[config.mk]
export PLATFORM = sky130hd
export DESIGN_NAME = ahb_default_sub
export DESIGN_NICKNAME = d
export VERILOG_FILES = /design/src/rtl/ahb_default_sub_pkg.sv /design/src/rtl/ahb_default_sub_satcounter.sv /design/src/rtl/ahb_default_sub.sv
export SDC_FILE = /design/constraint.sdc
export NUM_CORES = 1
export LEC_CHECK = 0
export ABC_AREA = 1
export BUFFER_PORTS_ARGS = -buffer_cell sky130_fd_sc_hd__buf_2
export CORE_MARGIN = 1
export CORE_UTILIZATION = 46
export DETAILED_ROUTE_END_ITERATION = 6
export GPL_ROUTABILITY_DRIVEN = 0
export MAX_ROUTING_LAYER = met4
export PLACE_DENSITY_LB_ADDON = 0.2
export SYNTH_ARGS = -nofsm -noshare
export SYNTH_HDL_FRONTEND = slang
export SYNTH_HIERARCHICAL = 1
export SYNTH_SLANG_ARGS = --single-unit
[constraint.sdc]
create_clock -name clk -period 1.8 [get_ports clk]
set_clock_uncertainty 0.1 [all_clocks]
set_input_delay 0.09 -clock clk [delete_from_list [all_inputs] [get_ports clk]]
set_output_delay 0.09 -clock clk [all_outputs]
set_load 0.1 [all_outputs]
[src/rtl/ahb_default_sub_pkg.sv]
// Shared types for the AHB default subordinate: core configuration and
// HTRANS encodings.
package ahb_default_sub_pkg;

    // Core configuration slice used by the uncore AHB blocks
    typedef struct packed {
        int unsigned PA_BITS;
        int unsigned AHBW;
    } cvw_t;

    localparam cvw_t CVW_DEFAULT = '{PA_BITS: 32, AHBW: 32};

    // AHB-Lite transfer types
    typedef enum logic [1:0] {
        AHB_IDLE   = 2'b00,
        AHB_BUSY   = 2'b01,
        AHB_NONSEQ = 2'b10,
        AHB_SEQ    = 2'b11
    } htrans_t;

endpackage

[src/rtl/ahb_default_sub_satcounter.sv]
// Saturating up-counter with synchronous clear.
module satcounter #(
    parameter int WIDTH = 8
) (
    input  logic             clk,
    input  logic             reset,
    input  logic             clr,
    input  logic             inc,
    output logic [WIDTH-1:0] q
);

    // Clear wins over the old value; an increment in the same cycle counts
    // from zero, so a simultaneous clear and increment leaves exactly 1.
    always_ff @(posedge clk) begin
        if (reset) begin
            q <= '0;
        end else if (clr) begin
            q <= WIDTH'(inc);
        end else if (inc && (q != '1)) begin
            q <= q + 1'b1;
        end
    end

endmodule

[src/rtl/ahb_default_sub.sv]
// AHB-Lite default subordinate: two-cycle ERROR response for unmapped
// accesses, first-fault log and saturating fault counter.
module ahb_default_sub
    import ahb_default_sub_pkg::*;
#(
    parameter cvw_t P        = CVW_DEFAULT,
    parameter int   CNT_BITS = 8
) (
    input  logic                  clk,
    input  logic                  reset,
    input  logic                  HSELNone,
    input  logic [P.PA_BITS-1:0]  HADDR,
    input  logic [1:0]            HTRANS,
    input  logic                  HWRITE,
    input  logic [2:0]            HSIZE,
    input  logic                  HREADY,
    output logic                  HREADYOUT,
    output logic                  HRESP,
    output logic [P.AHBW-1:0]     HRDATA,
    input  logic                  ErrClear,
    output logic                  ErrValid,
    output logic [P.PA_BITS-1:0]  ErrAddr,
    output logic                  ErrWrite,
    output logic [2:0]            ErrSize,
    output logic [CNT_BITS-1:0]   ErrCount
);

    typedef enum logic [1:0] {
        IDLE,
        ERR1,
        ERR2
    } state_t;

    state_t state;
    state_t stateNext;
    logic   accept;

    assign accept = HSELNone & HREADY & HTRANS[1];
    assign HRDATA = '0;

    // State register
    always_ff @(posedge clk) begin
        if (reset) begin
            state <= IDLE;
        end else begin
            state <= stateNext;
        end
    end

    // Next-state logic and state-decoded response outputs
    always_comb begin
        stateNext = state;
        HREADYOUT = 1'b1;
        HRESP     = 1'b0;
        case (state)
            IDLE: begin
                if (accept) stateNext = ERR1;
            end
            ERR1: begin
                HREADYOUT = 1'b0;
                HRESP     = 1'b1;
                stateNext = ERR2;
            end
            ERR2: begin
                HRESP     = 1'b1;
                stateNext = accept ? ERR1 : IDLE;
            end
            default: stateNext = IDLE;
        endcase
    end

    // First-fault log; a clear in the accept cycle makes the new fault the first
    always_ff @(posedge clk) begin
        if (reset) begin
            ErrValid <= 1'b0;
            ErrAddr  <= '0;
            ErrWrite <= 1'b0;
            ErrSize  <= '0;
        end else if (accept && (!ErrValid || ErrClear)) begin
            ErrValid <= 1'b1;
            ErrAddr  <= HADDR;
            ErrWrite <= HWRITE;
            ErrSize  <= HSIZE;
        end else if (ErrClear && !accept) begin
            ErrValid <= 1'b0;
            ErrAddr  <= '0;
            ErrWrite <= 1'b0;
            ErrSize  <= '0;
        end
    end

    satcounter #(
        .WIDTH(CNT_BITS)
    ) errCounter (
        .clk  (clk),
        .reset(reset),
        .clr  (ErrClear),
        .inc  (accept),
        .q    (ErrCount)
    );

endmodule

Word level (Yosys, flattened, before mapping) --
Index checks and enable logic that the tools add are counted.
Word-level totals: word-level logic and storage cells 39, output and inout port bits 79, input port bits 43, flip-flop bits (word level) 47
Operators by class: bitwise gates (word level) 2, equal/unequal tests 4, add/subtract/negate cells 1, multiplexer cells 14, reduce and logical (&&, ||, !) cells 11
Operators with widths (count):
- $mux 32 | 2
- $add 8x1->8 const B | 1
- $mux 1 | 8
- $ne 8x8->1 const B | 1
- $mux 3 | 2
- $pmux 2 s3 | 1
- $reduce_bool 2->1 | 2
- $reduce_or 2->1 | 2
- $logic_and 1x1->1 | 3
- $and 1x1->1 | 2
- $eq 2x1->1 const B | 1
- $eq 2x2->1 const B | 1
- $logic_not 1->1 | 2
- $logic_not 2->1 | 1
- $mux 2 | 1
- $ne 2x2->1 const B | 1
- $logic_or 1x1->1 | 1

Logic depth before layout (Yosys ltp) --
Gate-level depths: netlist (run 1).
depth after elaboration 6, mapped depth 8, gate-level depth less buffers 8

Cells and area by module --
The synthesis (run 1) kept the hierarchy.
By module, submodules not included:
- ahb_default_sub | seq. area each 780.7 um^2, instances 1, cells each 219, area each 1996.9 um^2
- satcounter | seq. area each 160.2 um^2, instances 1, cells each 73, area each 488.0 um^2

Least setup slack after synthesis (run 1) --
OpenSTA, ideal clock, no wires.
path type register -> register, from reg errCounter.q[1], to reg errCounter.q[3], setup slack -0.335 ns, stages on the path, launching flop included 8, arrival time 1.968 ns, setup time 0.067 ns, data required time 1.633 ns, cell sequence dfxtp_1 > ha_1 > nand2_2 > nor2_2 > nand2_4 > nand2_4 > nand2_1 > a21oi_2
Between the ends: cells in the longest elaborated chain, start to end 2, elaborated cells between the ends (all ways) 3, classes of those cells add/sub: 1; eq/ne: 1; reduce/logical: 1
RTL lines:
- from (decl) | RTL line ahb_default_sub_satcounter.sv:9 | output logic [WIDTH-1:0] q
- from (signal assigned) | RTL line ahb_default_sub_satcounter.sv:18 | q <= WIDTH'(inc);
- from (signal assigned) | RTL line ahb_default_sub_satcounter.sv:20 | q <= q + 1'b1;
- branches (longest 2 deep; another with $add 8x1->8)
Parallel ways; which one is timed is not known. A chain may end at the register's enable or synchronous reset.

Worst setup path after layout (run 1) --
from reg state[0], to out HRESP
Between the ends: cells in the longest elaborated chain, start to end 3, elaborated cells between the ends (all ways) 4, classes of those cells eq/ne: 2; mux: 1; reduce/logical: 1
RTL lines:
- from (decl) | RTL line ahb_default_sub.sv:34 | state_t state;
- from (signal assigned) | RTL line ahb_default_sub.sv:46 | state <= stateNext;
- $eq 2x2->1 or $eq 2x1->1 (tied branches) | RTL line ahb_default_sub.sv:55 | case (state)
- $reduce_or 2->1 (no source line) (*)
- $mux 1 (*) | RTL line ahb_default_sub.sv:55
- to (decl) | RTL line ahb_default_sub.sv:18 | output logic HRESP,
Mark *: on every way between the ends. The rest lies on a longest branch, timed or not.

==> flow_summary.json, run 1 <==
{
  "status": "finished clean",
  "rrSetupSlack_ns": 0.41,
  "rsz0062_at_grt": "false",
  "synth_ff_type": "dfxtp_1",
  "cts.clk_slew.worst_paths_ns": 0.09,
  "fin_nets": 465,
  "drtAntennaViolNets": 0,
  "grt_pass1_wl_mm": 8.92,
  "finalHoldViolations": 0,
  "cts-buffers-inserted": 5,
  "die_y_um": 75.5,
  "hold-worst-slack_ns": 0.0502,
  "netlist.top_cell.by_area": "dfxtp_1",
  "clockRootBuffer": "clkbuf_8",
  "via_per_inst": 4.62,
  "synth_common_cells": "dfxtp_1 (47), nand3_1 (46), buf_4 (33)",
  "min_to": "ErrValid",
  "avgSynthCellArea_um2": 8.51,
  "synth_cells": 292,
  "async_flop_share_pct": 0,
  "cp_max_fo": 5,
  "clk_latency_ns": 0.29,
  "drv_slew": 0,
  "crit_path_end_kind": "output pin",
  "setup_viol": 0,
  "drive_gt1_share_pct": 43.9,
  "crit_type": "reg -> out",
  "synth_edf_count": 0,
  "synth_area_leaders": "dfxtp_1 (38%), a21oi_2 (11%), buf_4 (10%)",
  "reg2regPathDepth": 8,
  "fin_util_pct": 65.5,
  "io_buffers": 88,
  "placed_area_um2": 2860,
  "start_kind": "flop",
  "wl_per_cell_um": 11.6,
  "post-place-cells": 442,
  "grt_usage_pct": 20.8,
  "clock.fmax_mhz": 594,
  "setup_tns_ns": 0,
  "io_pins": 122,
  "cts_tree": "yes",
  "period_needed_ns": 1.68,
  "design_area_um2": 3360,
  "crit_required_ns": 1.61,
  "cts_max_path_buffers": 2,
  "place_ws_ns": 0.423,
  "finalNonFillerCells": 487,
  "power_density_nw_per_um2": 810,
  "yosysWarnings": 6,
  "wl_mm": 5.65,
  "grt_pass1_vias": 2041,
  "htreeDepth": 2,
  "post-route-period-util_pct": 93.6,
  "maxCapViolCount": 0,
  "post-dp-hpwl_mm": 3.61,
  "first_iter_violations": 41,
  "holdPathStages": 3,
  "fin_ws_ns": 0.116,
  "grt_max_degree": 37,
  "leakage_nw": 1.49,
  "dieArea_um2": 5700,
  "initial_core_util_pct": 48.3,
  "power_mw": 2.72,
  "cts.sinks": 47,
  "grt_overflow": 0,
  "dr.pass1.iters": 4,
  "fp.coreArea_um2": 5140,
  "ys_seq_area_share_pct": 37.9,
  "ys_types": 26,
  "antenna_found_initial": 0,
  "antennaDiodeCount": 0,
  "crit-reg2reg-launch": "errCounter/q[0]",
  "syn-cell-area_um2": 2480,
  "worst_ep_arrival_time_ns": 1.49,
  "ir_drop_v": 0.000504,
  "vias": 2252,
  "synth-seq-cells": 47,
  "hp-start": "HREADY",
  "drc_errors": 0,
  "yosysMostFrequentCell": "dfxtp_1",
  "min_path_type": "in -> reg",
  "dieWidth_um": 75.5,
  "r2r_end": "errCounter/q[7]",
  "placementRows": 26,
  "syn_to_final_growth_pct": 35.4,
  "synthDominantCellAreaShare_pct": 37.9
}
## repair_timing
action | 4_1_cts | 5_1_grt
buffers inserted | 0 | 0
hold buffers | 37 | 0
endpoints found under the hold margin | 37 | 0
resized for setup | 0 | 0
## critical path, cell delays in order, from the launching register on
cell     delay, ns
dfxtp_1       0.43
inv_1         0.09
ha_1          0.28
buf_2         0.41
## final cells by class
type	instances	area (µm²)
multi-input cells	214	1250
well taps	70	87.6
fillers	435	1780
flip-flops and latches	47	952
repair buffers	132	876
clock inverters	3	67.6
inverters	16	60.1
clock buffers	5	68.8
## routing by layer
layer,track usage [%],wire [µm],vias up
met5,-,0,-
met4,3.70,22,0
met3,4.50,244,2
met2,37.1,2900,82
met1,24.2,2480,1029
li1,-,-,1139
## state kept, by name (all words and copies together) (netlist names)
register	cells
ErrValid	1
ErrWrite	1
state	2
ErrAddr	32
ErrSize	3
errCounter/q	8
## layout by cell type (no fill, tap or decap)
cell type,count
buf_2,88
nand3_1,46
dfxtp_1,38
dlygate4sd3_1,37
conb_1,32
nand2_2,31
a21oi_2,31
nand2_1,25
inv_1,15
nor2_1,14
a21oi_1,13
dfxtp_2,9
ha_1,6
buf_4,6
clkbuf_8,5
nor2_2,3
nand4_1,3
bufinv_16,2
nand2_4,2
nand3_4,1
nand4_2,1
clkinv_1,1
nor2_8,1
clkinvlp_4,1
nor2_4,1
nand3b_1,1
nor3b_1,1
o21ai_0,1
xor2_1,1
buf_12,1
## cell families (layout without fill, tap and decap cells)
logic type | after synthesis | count (layout) | synth area share (%)
AND/OR/NAND/NOR | 130 | 130 | 28.4
flip-flops | 47 | 47 | 37.9
AO/OA/AOI/OAI | 45 | 45 | 13.7
other | 1 | 32 | 0.151
adder cells (fa/ha/maj) | 6 | 6 | 3.02
XOR/XNOR | 1 | 1 | 0.353
buffers and inverters | 62 | 156 | 16.4
## worst max path at each step
stage | from | end | slack [ns]
after floorplan | errCounter/q[1] | errCounter/q[7] | 0.06
after global placement | state[0] | HRESP | 0.44
after detailed placement | errCounter/q[0] | errCounter/q[6] | 0.42
after CTS | state[0] | HRESP | 0.10
after global routing | state[0] | HRESP | 0.02
final | state[0] | HRESP | 0.12
## where the power goes
| part | switching (mW) | internal (mW) | leakage [nW] | total, mW |
|---|---|---|---|---|
| combinational | 0.596 | 0.143 | 1.04 | 0.739 |
| sequential | 0.0132 | 1.06 | 0.385 | 1.07 |
| clock | 0.356 | 0.554 | 0.0644 | 0.910 |
| total | 0.965 | 1.76 | 1.49 | 2.72 |
Note: power is estimated with default switching activity, not from simulation.
==> run 2, diff against run 1 <==
--- a/config.mk
+++ b/config.mk
@@ -8,7 +8,7 @@
 export ABC_AREA = 1
 export BUFFER_PORTS_ARGS = -buffer_cell sky130_fd_sc_hd__buf_2
 export CORE_MARGIN = 1
-export CORE_UTILIZATION = 46
+export CORE_UTILIZATION = 45
 export DETAILED_ROUTE_END_ITERATION = 6
 export GPL_ROUTABILITY_DRIVEN = 0
 export MAX_ROUTING_LAYER = met4
==> flow_summary.json, run 2 (synthesis results as in run 1) <==
{
  "place_ws_ns": 0.428,
  "clock.fmax_mhz": 589,
  "fin_util_pct": 63.8,
  "period_needed_ns": 1.70,
  "reg2regPathDepth": 8,
  "first_iter_violations": 67,
  "critical_path.startpoint": "state[0]",
  "cts_tree": "yes",
  "crit_type": "reg -> out",
  "worst_ep_arrival_time_ns": 1.51,
  "layout_commonest_cell": "buf_2",
  "grt_pass1_wl_mm": 9.29,
  "drtAntennaViolNets": 0,
  "finalHoldViolations": 0,
  "syn_to_final_growth_pct": 33.6,
  "grt_overflow": 0,
  "cp_slowest_stage_delay_ns": 0.42,
  "hp-start": "reset",
  "maxCapViolCount": 0,
  "power_mw": 2.61,
  "via_per_inst": 4.63,
  "status": "finished clean",
  "cp_num_cells": 3,
  "setup_tns_ns": 0,
  "cp_top_family": "buffers and inverters",
  "dr.max_layer_used": "met4",
  "io_pins": 122,
  "post-place-cells": 440,
  "post-route-period-util_pct": 94.3,
  "dieArea_um2": 5820,
  "die_y_um": 76.3,
  "setup_viol": 0,
  "placementRows": 26,
  "drt-met1-wl_mm": 2.46,
  "clockRootBuffer": "clkbuf_8",
  "cp_max_fo": 5,
  "drive_gt1_share_pct": 43.7,
  "fp.coreArea_um2": 5200,
  "final_cell_mix": "buf_2 (88), nand3_1 (46), dfxtp_1 (38), dlygate4sd3_1 (36), conb_1 (32)",
  "met2WireLength_mm": 2.72,
  "post_cts_resized": 0,
  "postCtsSetupRepairBufs": 0,
  "fin_nets": 462,
  "cts_max_path_buffers": 2,
  "slowest_stage": "dfxtp_1",
  "cts-buffers-inserted": 5,
  "hold-worst-slack_ns": 0.0158,
  "crit-reg2reg-launch": "errCounter/q[1]",
  "design_area_um2": 3320,
  "ir_drop_v": 0.000456,
  "drv_slew": 0,
  "finalNonFillerCells": 484,
  "initial_core_util_pct": 47.7,
  "fin_ws_ns": 0.102,
  "crit_required_ns": 1.61,
  "wl_per_cell_um": 11.5,
  "placed_area_um2": 2840,
  "io_buffers": 88,
  "regMostFlops": "ErrAddr",
  "holdPathStages": 2,
  "crit_path_end_kind": "output pin",
  "start_kind": "flop",
  "grt_max_degree": 37,
  "min_path_type": "in -> reg",
  "antenna_found_initial": 0,
  "antennaDiodeCount": 0,
  "htreeDepth": 2,
  "crit_chain": "inv_1 > ha_1 > buf_2",
  "wl_mm": 5.56,
  "r2r_end": "errCounter/q[6]",
  "vias": 2243,
  "power_density_nw_per_um2": 787,
  "grt_usage_pct": 20.2,
  "reg_top3": "ErrAddr x32, errCounter/q x8, ErrSize x3",
  "rrSetupSlack_ns": 0.41,
  "largest_register_ffs": 32,
  "min_to": "ErrAddr[1]",
  "dr.pass1.iters": 4,
  "critPathBufInv": 2,
  "cts.clk_slew.worst_paths_ns": 0.09,
  "wl_met3_um": 307,
  "cts.sinks": 47,
  "drc_errors": 0,
  "clk_latency_ns": 0.30,
  "grt_pass1_vias": 2033,
  "leakage_nw": 1.47,
  "rsz0062_at_grt": "false",
  "dieWidth_um": 76.3,
  "post-dp-hpwl_mm": 3.51
}
[run 2: cell count changes in the layout (fill, tap and decap cells not counted)]
| cell | before | now |
|---|---|---|
| buf_4 | 6 | 4 |
| bufinv_16 | 2 | 1 |
| clkbuf_8 | 5 | 6 |
| clkinv_2 | 0 | 1 |
| clkinvlp_4 | 1 | 0 |
| dlygate4sd3_1 | 37 | 36 |
[run 2: repair_timing]
action | CTS | global route
hold buffers | 36 | 0
endpoints found under the hold margin | 36 | 0
setup endpoints to repair | 0 | 0
[run 2: area by class of cell]
cell class              count  area (µm²)
repair buffers            129         851
clock inverters             2        35.0
flip-flops and latches     47         952
fillers                   460        1880
well taps                  70        87.6
multi-input cells         214        1250
clock buffers               6        82.6
inverters                  16        60.1
[run 2: layer usage]
layer / track usage [%] / vias up
li1: - / 1131
met1: 23.7 / 1022
met2: 34.0 / 83
met3: 4.79 / 7
met4: 6.35 / 0
met5: - / -
[run 2: worst max-delay path by stage]
stage / endpoint / slack (ns)
final: HRESP / 0.10
after global routing: HRESP / 0.03
after CTS: HRESP / 0.09
after detailed placement: errCounter/q[6] / 0.43
after global placement: errCounter/q[6] / 0.45
after floorplan: errCounter/q[7] / 0.06
[run 2: worst reg2reg max path: stages, from the launching register on]
cell     delay [ns]
dfxtp_2        0.38
ha_1           0.20
nand2_2        0.09
nor2_2         0.15
nand2_4        0.11
nand3_1        0.11
nand2_1        0.06
nand2_1        0.06
nor2_1         0.04
[run 2: power by group]
group          leakage (nW)  total [mW]  internal (mW)  switching [mW]
logic                  1.02       0.733          0.139           0.595
registers             0.385        1.07           1.06          0.0127
clock network        0.0612       0.806          0.450           0.356
==> run 3, diff against run 2 <==
--- a/config.mk
+++ b/config.mk
@@ -6,6 +6,7 @@
 export NUM_CORES = 1
 export LEC_CHECK = 0
 export ABC_AREA = 1
+export ABC_CLOCK_PERIOD_IN_PS = 1900
 export BUFFER_PORTS_ARGS = -buffer_cell sky130_fd_sc_hd__buf_2
 export CORE_MARGIN = 1
 export CORE_UTILIZATION = 45
@@ -13,6 +14,7 @@
 export GPL_ROUTABILITY_DRIVEN = 0
 export MAX_ROUTING_LAYER = met4
 export PLACE_DENSITY_LB_ADDON = 0.2
+export SLEW_MARGIN = 20
 export SYNTH_ARGS = -nofsm -noshare
 export SYNTH_HDL_FRONTEND = slang
 export SYNTH_HIERARCHICAL = 1
==> constraint.sdc (replaced) <==
create_clock -name clk -period 1.9 [get_ports clk]
set_clock_uncertainty 0.1 [all_clocks]
set_input_delay 0.095 -clock clk [delete_from_list [all_inputs] [get_ports clk]]
set_output_delay 0.095 -clock clk [all_outputs]
set_load 0.1 [all_outputs]
==> flow_summary.json, run 3 (synthesis results as in run 1) <==
{
  "status": "finished clean",
  "crit_required_ns": 1.70,
  "cts_tree": "yes",
  "post_cts_resized": 0,
  "power_density_nw_per_um2": 719,
  "finalHoldViolations": 0,
  "clock.fmax_mhz": 588,
  "grt_usage_pct": 21.9,
  "clockRootBuffer": "clkbuf_8",
  "cts.clk_slew.worst_paths_ns": 0.08,
  "vias": 2249,
  "fin_nets": 464,
  "regMostFlops": "ErrAddr",
  "post-route-period-util_pct": 89.5,
  "drv_slew": 0,
  "dieArea_um2": 5820,
  "cp_slowest_stage_delay_ns": 0.42,
  "io_pins": 122,
  "ir_drop_v": 0.000365,
  "largest_register_ffs": 32,
  "placementRows": 26,
  "finalNonFillerCells": 487,
  "crit_type": "reg -> out",
  "fin_util_pct": 63.8,
  "post-place-cells": 442,
  "cp_max_fo": 5,
  "drc_errors": 0,
  "htreeDepth": 2,
  "wl_mm": 5.92,
  "cts-buffers-inserted": 5,
  "final_cell_mix": "buf_2 (88), nand3_1 (46), dfxtp_1 (39), dlygate4sd3_1 (36), conb_1 (32)",
  "dieWidth_um": 76.3,
  "post-dp-hpwl_mm": 3.79,
  "dr.pass1.iters": 4,
  "wl_per_cell_um": 12.2,
  "nFillCells": 465,
  "drtAntennaViolNets": 0,
  "postCtsSetupRepairBufs": 0,
  "start_kind": "flop",
  "grt_pass1_vias": 2237,
  "fp.coreArea_um2": 5200,
  "initial_core_util_pct": 47.7,
  "setup_tns_ns": 0,
  "syn_to_final_growth_pct": 33.7,
  "clk_latency_ns": 0.29,
  "grt_max_degree": 37,
  "slowest_stage": "buf_2",
  "rsz0062_at_grt": "false",
  "antenna_found_initial": 1,
  "postCtsHoldBufs": 36,
  "min_path_type": "in -> reg",
  "first_iter_violations": 74,
  "layout_commonest_cell": "buf_2",
  "via_per_inst": 4.62,
  "setup_viol": 0,
  "drive_gt1_share_pct": 43.8,
  "hold-worst-slack_ns": 0.0234,
  "crit_chain": "inv_1 > ha_1 > buf_2",
  "worst_ep_arrival_time_ns": 1.50,
  "period_needed_ns": 1.70,
  "critPathBufInv": 2,
  "grt_overflow": 0,
  "maxCapViolCount": 0,
  "die_y_um": 76.3,
  "leakage_nw": 1.47,
  "cts.sinks": 47,
  "reg_top3": "ErrAddr x32, errCounter/q x8, ErrSize x3",
  "cts_max_path_buffers": 2,
  "io_buffers": 88,
  "cp_top_family": "buffers and inverters",
  "crit_path_end_kind": "output pin",
  "grt_pass1_wl_mm": 9.99
}
## run 3: cell types whose count changed in the layout (fill, tap and decap cells not counted), sizes merged
cell / delta
buf: +2
bufinv: -1
clkbuf: +1
clkinv: -1
clkinvlp: +1
diode: +1
## run 3: stage by stage
stage / setup WS, ns / cell area (µm²) / power [mW]
finish: 0.200 / 3320 / 2.39
global route: 0.108 / 3320 / 2.48
CTS: 0.169 / 3320 / 2.42
detailed placement: 0.466 / 2860 / 1.68
global placement: 0.507 / 2860 / 1.68
floorplan: 0.0350 / 2610 / 1.64
## run 3: area by class of cell
cell class	instances	area [µm²]	area share (%)
multi-input cells	214	1250	37.7
flip-flops and latches	47	951	28.6
clock inverters	1	7.51	0.226
clock buffers	7	96.3	2.90
inverters	16	60.1	1.81
diodes	1	2.50	0.0753
well taps	70	87.6	2.64
repair buffers	131	866	26.1
## run 3: power breakdown
group | internal (mW) | switching (mW) | leakage [nW]
Combinational | 0.134 | 0.566 | 1.03
Clock | 0.331 | 0.340 | 0.0505
Sequential | 1.01 | 0.0124 | 0.385
Total | 1.47 | 0.918 | 1.47
## run 3: final timing paths
kind                                  start              end  slack, ns  cells past startpoint
worst min register to register  ErrAddr[19]      ErrAddr[19]       0.38                      2
worst max register to register     ErrValid      ErrAddr[18]       0.41                      6
worst max-delay path               state[0]            HRESP       0.20                      3
worst min-delay path                  reset  errCounter/q[6]       0.02                      4
## run 3: worst min-delay path, cell delays in order
cell and delay (ns):
buf_2 0.10, nor2_1 0.08, nand2_1 0.08, nor2_1 0.03
## run 3: layer usage
metal  track usage [%]  vias up  share of wire, %
met3              4.91       11               5.3
met2              38.6       78                52
met4              10.0        0               1.9
li1                  -     1139                 -
met1              23.2     1021                41
met5                 -        -                 0
